<file path="config.mk">
export PLATFORM = sky130hd
export DESIGN_NAME = fifo_ctrl
export DESIGN_NICKNAME = d
export VERILOG_FILES = /design/src/rtl/fifo_ctrl_pkg.sv /design/src/rtl/fifo_ctrl_sync_ram.sv /design/src/rtl/fifo_ctrl.sv
export SDC_FILE = /design/constraint.sdc
export NUM_CORES = 1
export LEC_CHECK = 0
export CAP_MARGIN = 20
export CORE_ASPECT_RATIO = 0.9
export CORE_MARGIN = 10
export CORE_UTILIZATION = 45
export CTS_CLUSTER_DIAMETER = 120
export DETAILED_ROUTE_END_ITERATION = 16
export PLACE_DENSITY = 0.62
export SYNTH_ARGS = -nofsm -noshare
export SYNTH_HDL_FRONTEND = slang
export SYNTH_SLANG_ARGS = --single-unit
</file>
<file path="constraint.sdc">
create_clock -name clock -period 5.5 [get_ports clock]
set_input_delay 0.825 -clock clock [delete_from_list [all_inputs] [get_ports clock]]
set_output_delay 0.825 -clock clock [all_outputs]
set_load 0.005 [all_outputs]
</file>
<file path="src/rtl/fifo_ctrl_pkg.sv">
// Shared defaults for the FIFO controller and its storage.
package fifo_pkg;

  localparam int DEFAULT_DATA_WIDTH = 4;
  localparam int DEFAULT_ADDR_WIDTH = 3;
  localparam int DEFAULT_DEPTH      = 1 << DEFAULT_ADDR_WIDTH;

endpackage

</file>
<file path="src/rtl/fifo_ctrl_sync_ram.sv">
// Storage array: synchronous write, registered read address, combinational output.
module sync_ram
  import fifo_pkg::*;
#(
  parameter int DATA_WIDTH = DEFAULT_DATA_WIDTH,
  parameter int ADDR_WIDTH = DEFAULT_ADDR_WIDTH
) (
  input  logic                  clock,
  input  logic                  write_enable,
  input  logic [ADDR_WIDTH-1:0] write_addr,
  input  logic [DATA_WIDTH-1:0] write_data,
  input  logic                  read_enable,
  input  logic [ADDR_WIDTH-1:0] read_addr,
  output logic [DATA_WIDTH-1:0] read_data
);

  logic [DATA_WIDTH-1:0] mem [1 << ADDR_WIDTH];
  logic [ADDR_WIDTH-1:0] rdAddr_q;

  // No reset here: contents and the captured address survive a controller reset.
  always_ff @(posedge clock) begin
    if (write_enable) begin
      mem[write_addr] <= write_data;
    end
    if (read_enable) begin
      rdAddr_q <= read_addr;
    end
  end

  assign read_data = mem[rdAddr_q];

endmodule

</file>
<file path="src/rtl/fifo_ctrl.sv">
// Single-clock FIFO controller: pointers, occupancy flags and error pulses around sync_ram.
module fifo_ctrl
  import fifo_pkg::*;
#(
  parameter int DATA_WIDTH = DEFAULT_DATA_WIDTH,
  parameter int ADDR_WIDTH = DEFAULT_ADDR_WIDTH
) (
  input  logic                  clock,
  input  logic                  reset,
  input  logic                  wr_en,
  input  logic [DATA_WIDTH-1:0] wr_data,
  input  logic                  rd_en,
  output logic [DATA_WIDTH-1:0] rd_data,
  output logic                  rd_valid,
  output logic                  full,
  output logic                  empty,
  output logic [ADDR_WIDTH:0]   count,
  output logic                  overflow,
  output logic                  underflow
);

  localparam logic [ADDR_WIDTH:0] FULL_COUNT = {1'b1, {ADDR_WIDTH{1'b0}}};

  logic [ADDR_WIDTH-1:0] wrPtr_q, wrPtr_d;
  logic [ADDR_WIDTH-1:0] rdPtr_q, rdPtr_d;
  logic [ADDR_WIDTH:0]   count_q, count_d;
  logic                  full_q, empty_q, rdValid_q, overflow_q, underflow_q;
  logic                  wrAccept, rdAccept;

  // Acceptance is gated by reset so the RAM never sees a write in a reset cycle.
  assign wrAccept = wr_en & ~full_q & ~reset;
  assign rdAccept = rd_en & ~empty_q & ~reset;

  always_comb begin
    wrPtr_d = wrPtr_q;
    rdPtr_d = rdPtr_q;
    count_d = count_q;
    if (wrAccept) begin
      wrPtr_d = wrPtr_q + 1'b1;
    end
    if (rdAccept) begin
      rdPtr_d = rdPtr_q + 1'b1;
    end
    case ({wrAccept, rdAccept})
      2'b10:   count_d = count_q + 1'b1;
      2'b01:   count_d = count_q - 1'b1;
      default: count_d = count_q;
    endcase
  end

  // Flags are derived from next-state count so they stay coherent with count every cycle.
  always_ff @(posedge clock) begin
    if (reset) begin
      wrPtr_q     <= '0;
      rdPtr_q     <= '0;
      count_q     <= '0;
      full_q      <= 1'b0;
      empty_q     <= 1'b1;
      rdValid_q   <= 1'b0;
      overflow_q  <= 1'b0;
      underflow_q <= 1'b0;
    end else begin
      wrPtr_q     <= wrPtr_d;
      rdPtr_q     <= rdPtr_d;
      count_q     <= count_d;
      full_q      <= (count_d == FULL_COUNT);
      empty_q     <= (count_d == '0);
      rdValid_q   <= rdAccept;
      overflow_q  <= wr_en & full_q;
      underflow_q <= rd_en & empty_q;
    end
  end

  sync_ram #(
    .DATA_WIDTH(DATA_WIDTH),
    .ADDR_WIDTH(ADDR_WIDTH)
  ) ram (
    .clock       (clock),
    .write_enable(wrAccept),
    .write_addr  (wrPtr_q),
    .write_data  (wr_data),
    .read_enable (rdAccept),
    .read_addr   (rdPtr_q),
    .read_data   (rd_data)
  );

  assign rd_valid  = rdValid_q;
  assign full      = full_q;
  assign empty     = empty_q;
  assign count     = count_q;
  assign overflow  = overflow_q;
  assign underflow = underflow_q;

endmodule

</file>
======== After elaboration in Yosys (flattened, before gate mapping) ========
Memory sizes are Yosys's and may differ from the RTL's. A register that Yosys moved wholly into a read port is not among the register bits.
Cells that the tools add are included.
storage, ports and cells
  output and inout port bits .............. 13
  bits of input ports ..................... 8
  word-level logic and storage cells ...... 31
  register bits after elaboration ......... 18
  memories ................................ 1
  RAM bits ................................ 32
memory list
  memory   depth  bits a word  rd ports  clocked after Yosys merged registers in  wr ports  line                      text
  ram.mem  8      4            1         1                                        1         fifo_ctrl_sync_ram.sv:17  logic [DATA_WIDTH-1:0] mem [1 << ADDR_WIDTH];
cells by class
  mux-type cells .......................... 4
  reductions and logical operators ........ 1
  add/subtract/negate cells ............... 4
  bitwise logic cells ..................... 9
  equality and inequality tests ........... 3
operators with widths
  operator                                                               number
  4-bit one-hot mux with 2 select lines                                  1
  3-bit by 1-bit adder with 3-bit output, second input constant          2
  1-bit bitwise AND                                                      6
  4-bit by 1-bit adder with 4-bit output, second input constant          1
  4-bit equality test, second input constant                             1
  4-bit zero test                                                        1
  4-bit by 1-bit subtractor with 4-bit output, second input constant     1
  3-bit 2-to-1 mux                                                       1
  1-bit inverter                                                         3
  2-bit by 1-bit equality test with 1-bit output, second input constant  1
  2-bit equality test, second input constant                             1
  1-bit 2-to-1 mux                                                       2

======== Depth between registers and ports, before layout ========
  depth in word-level cells ............... 6
  mapped depth ............................ 11
  depth with buffers taken out ............ 10

======== Modules after synthesis ========
Synthesis repeated with hierarchy kept, for this count alone.
unflattened totals
  cell total of the unflattened synthesis .. 144
  area, all modules ....................... 2178.3 µm²
modules (own cells, without submodules)
  module     cells each  seq. area each (µm²)  times used  area each (µm²)
  sync_ram   68          1111.1                1           1473.9
  fifo_ctrl  76          300.3                 1           704.4

======== Worst setup path before layout ========
Ideal clock, no wire load.
  path kind ............................... input port to flip-flop
  start point ............................. in rd_en
  end point ............................... reg full_q (netlist: full)
  library setup time ...................... 0.091 ns
  path buffers ............................ 1
  path slack .............................. 2.791 ns
  cell stages on the path ................. 11
  data arrival time ....................... 2.618 ns
  data required time ...................... 5.409 ns
  cell sequence ........................... nor2b_1 > nor2b_1 > buf_2 > ha_1 > xor2_1 > ha_1 > a21oi_1 > xor2_1 > nor2_1 > xnor2_1 > nor4bb_1
between the ends
  longest elaborated chain between the ends .. 5
  elaborated cells on any way between the ends .. 6
  those cells by class .................... eq/ne: 3; mux: 1; bitwise: 2
RTL lines
  what                                                                                          line                      text
  start: declaration                                                                            fifo_ctrl.sv:12           input logic rd_en,
  1-bit bitwise AND * (2 in series)                                                             fifo_ctrl.sv:32           assign rdAccept = rd_en & ~empty_q & ~reset;
  via ram.read_enable                                                                           fifo_ctrl_sync_ram.sv:12  input logic read_enable,
  2-bit by 1-bit equality test with 1-bit output / 2-bit equality test (equally long branches)  fifo_ctrl.sv:44           case ({wrAccept, rdAccept})
  4-bit one-hot mux with 2 select lines *                                                       fifo_ctrl.sv:44
  4-bit equality test *                                                                         fifo_ctrl.sv:66           full_q <= (count_d == FULL_COUNT);
  end signal: assignment                                                                        fifo_ctrl.sv:66
  end: declaration                                                                              fifo_ctrl.sv:27           logic full_q, empty_q, rdValid_q, overflow_q, underflow_q;
The timed path passes the listed nets; every way through them passes the cells marked *.
A chain may end at the register's enable or synchronous reset.

======== Final worst setup path ========
  start point ............................. in rd_en
  end point ............................... reg full_q (netlist: full)
between the ends
  longest elaborated chain between the ends .. 5
  elaborated cells on any way between the ends .. 6
  those cells by class .................... eq/ne: 3; mux: 1; bitwise: 2
RTL lines
  what                                                                                          line
  1-bit bitwise AND * (2 in series)                                                             fifo_ctrl.sv:32
  2-bit by 1-bit equality test with 1-bit output / 2-bit equality test (equally long branches)  fifo_ctrl.sv:44
  4-bit one-hot mux with 2 select lines *                                                       fifo_ctrl.sv:44
  4-bit equality test *                                                                         fifo_ctrl.sv:66
Mark *: on every way between the ends. The rest lies on a longest branch, timed or not.

==> reports/metrics.yaml <==
run_status:
  status: "completed"
logic_synthesis:
  syn_nets: 149
  synth_cells: 136
  ys_ff_latch: 53
  synth_area_sq_um: 2110
  synth.distinct_cells: 27
  yosysSeqAreaShare: 0.669
  syn_avg_cell_area_sq_um: 15.5
  yosysWarningCount: 0
floorplan:
  die_y_um: 85.0
  die_w_um: 92.2
  core_area_sq_um: 4490
  ios: 21
  dieArea_sq_um: 7830
  num_rows: 23
  initial_core_util: 0.470
clock_tree:
  clockBufferDepth: 2
  clk_latency_ns: 0.30
  hold_buffers: 0
  cts_tree: "done"
  cts_root_buffer: "clkbuf_8"
  cts_made_buffers: 5
  post_cts_buffers: 0
  cts_resized: 0
  clk_pin_slew_worst_paths_ns: 0.09
  cts.sinks: 53
  htreeDepth: 2
drt:
  viasPerCell: 5.04
  wire_per_inst_um: 16.8
  vias: 1124
  drt-total-wl_mm: 3.74
  drc: 0
  dr.first_iter.drc_count: 120
  antenna_violating_nets_post_route: 0
  first_pass_iters: 4
min_path:
  min_path_type: "reg -> reg"
sta:
  finalCritPeriodShare: 0.645
  fin_crit_ns: 3.55
  skew_ns: 0.00896
  relSlewSlack: 0.478
  hold_viol_final: 0
  rsz0062_at_grt: "no"
  whs_ns: 0.459
  setup_viol: 0
  finalSetupTns_ns: 0
  slew_viol_final: 0
  timing.fmax_ghz: 0.282
  worst_slew_pin_slew_ns: 0.781
global_routing:
  grtUsageTotal: 0.0991
  grt_pass1_vias: 1177
  grt_overflow_total: 0
  antenna_found_initial: 0
  grt_util_met3: 0.0317
  grt_max_degree: 19
  top_usage_layer: "met2"
  grt_pass1_wl_mm: 6.03
  grtUsageMet2: 0.169
  use_met1: 0.116
worst_setup_path:
  cp_slowest_cell: "nor2b_1"
  startpoint_type: "input port"
  cp_cell_sequence: "clkdlybuf4s50_1 -> nor2b_1 -> nor2b_1 -> ha_1 -> xor2_1 -> ha_1 -> a21oi_1 -> xor2_1 -> nor2_1 -> xnor2_1 -> nor4bb_1"
  path_delay_family: "simple AND/OR/NAND/NOR gates"
  end_kind: "register"
  crit_buf_inv: 1
  max_stage_delay_ns: 0.67
  crit_path_max_fanout: 9
  crit_arrival_ns: 3.75
  criticalPathCategory: "in -> reg"
  critPathRequiredTime_ns: 5.70
final_layout:
  layout_commonest_cell: "edfxtp_1"
  n_antenna_cell: 0
  nFillCells: 385
  area_delta_synth_final_pct: 19.2
  drive_gt1_frac: 0.137
  design_area_sq_um: 2510
  final_nets: 173
  final_cell_mix: "edfxtp_1, clkdlybuf4s50_1, nor2_1, dfxtp_1, mux4_2"
power:
  peakVddDrop_mv: 0.152
  p_leak_nw: 0.869
  power_uw: 825
  p_per_area_nw_per_um2: 328
place:
  routabilityCongestion: 0.775
  io_buffer_count: 20
  postPlaceCellArea_sq_um: 2380
  hpwl_mm: 2.77
flow_run:
  cap_viol_max_count: 0
## logic make-up after synthesis
logic type	Yosys count	share of synthesized area
AOI/OAI and AO/OA	6	0.0225
xor gates and xnor gates	8	0.0332
adders and majority gates	5	0.0297
buffers and inverters	4	0.00831
DFF	53	0.669
muxes	18	0.137
and+or+nand+nor	42	0.100
## sequential cells by signal, summed over array words and instances (netlist names), 3 cells and up, named ones only
| register | cells |
|---|---|
| count | 4 |
| ram.mem | 32 |
| ram.rdAddr_q | 3 |
| rdPtr_q | 3 |
| wrPtr_q | 3 |
## Yosys cell counts
cell type | n | share of area
xnor2_1 | 4 | 0.017
nand2_1 | 5 | 0.0089
a31o_1 | 1 | 0.0042
mux4_2 | 8 | 0.085
clkbuf_1 | 2 | 0.0036
buf_2 | 2 | 0.0047
nor2_1 | 18 | 0.032
mux2_2 | 4 | 0.021
nor2b_1 | 6 | 0.018
a31oi_1 | 1 | 0.0030
or3_1 | 1 | 0.0030
mux2_1 | 3 | 0.016
mux2i_1 | 3 | 0.014
ha_1 | 5 | 0.030
xor2_1 | 4 | 0.017
nor4bb_1 | 1 | 0.0047
dfxtp_1 | 18 | 0.17
nor3_1 | 2 | 0.0047
nand2b_1 | 5 | 0.015
or2_1 | 1 | 0.0030
and2b_1 | 1 | 0.0036
and3b_1 | 1 | 0.0042
nand3b_1 | 1 | 0.0036
a21oi_1 | 2 | 0.0047
o32ai_2 | 1 | 0.0077
o22ai_1 | 1 | 0.0030
edfxtp_1 | 35 | 0.50
## area by class of cell
| type | instances | area [sq um] | share of cell area |
|---|---|---|---|
| multi-input combinational | 79 | 681 | 0.271 |
| clock buffer | 5 | 68.8 | 0.0274 |
| timing repair buffer | 21 | 208 | 0.0826 |
| clock inverter | 3 | 68.8 | 0.0274 |
| tap | 62 | 77.6 | 0.0308 |
| sequential | 53 | 1410 | 0.561 |
## power by group
part	total (mW)	switching, mW	leakage [nW]	internal, mW
Clock	0.305	0.122	0.0687	0.183
Combinational	0.0712	0.0293	0.336	0.0419
Sequential	0.449	0.0131	0.464	0.436
Total	0.825	0.164	0.869	0.661
## final timing paths
check	from	to	slack [ns]	cells past startpoint
worst max-delay path	rd_en	full	1.95	11
worst min-delay path	full	overflow	0.46	2
worst max register to register	empty	full	2.64	10
worst min register to register	full	overflow	0.46	2
## metrics by stage
step	instances	util	worst slack [ns]
2_1_floorplan	136	-	2.79
3_5_place_dp	215	0.530	1.70
3_3_place_gp	215	0.530	1.84
4_1_cts	223	0.560	1.95
6_report	223	0.560	1.95
5_1_grt	223	0.560	1.62
## worst register-to-register path: cells and delay by family (launching register included)
kind	cells	cell delay, ns
AOI/OAI and AO/OA	1	0.14
xor gates and xnor gates	3	0.49
adders and majority gates	2	0.58
DFF	1	0.34
and+or+nand+nor	4	1.22
## layer usage
| layer | wire, um | part of all wire |
|---|---|---|
| met1 | 1650 | 0.44 |
| met2 | 1890 | 0.50 |
| met3 | 184 | 0.049 |
| met4 | 14 | 0.0037 |
| met5 | 0 | 0 |
(Power assumes the default switching activity.)
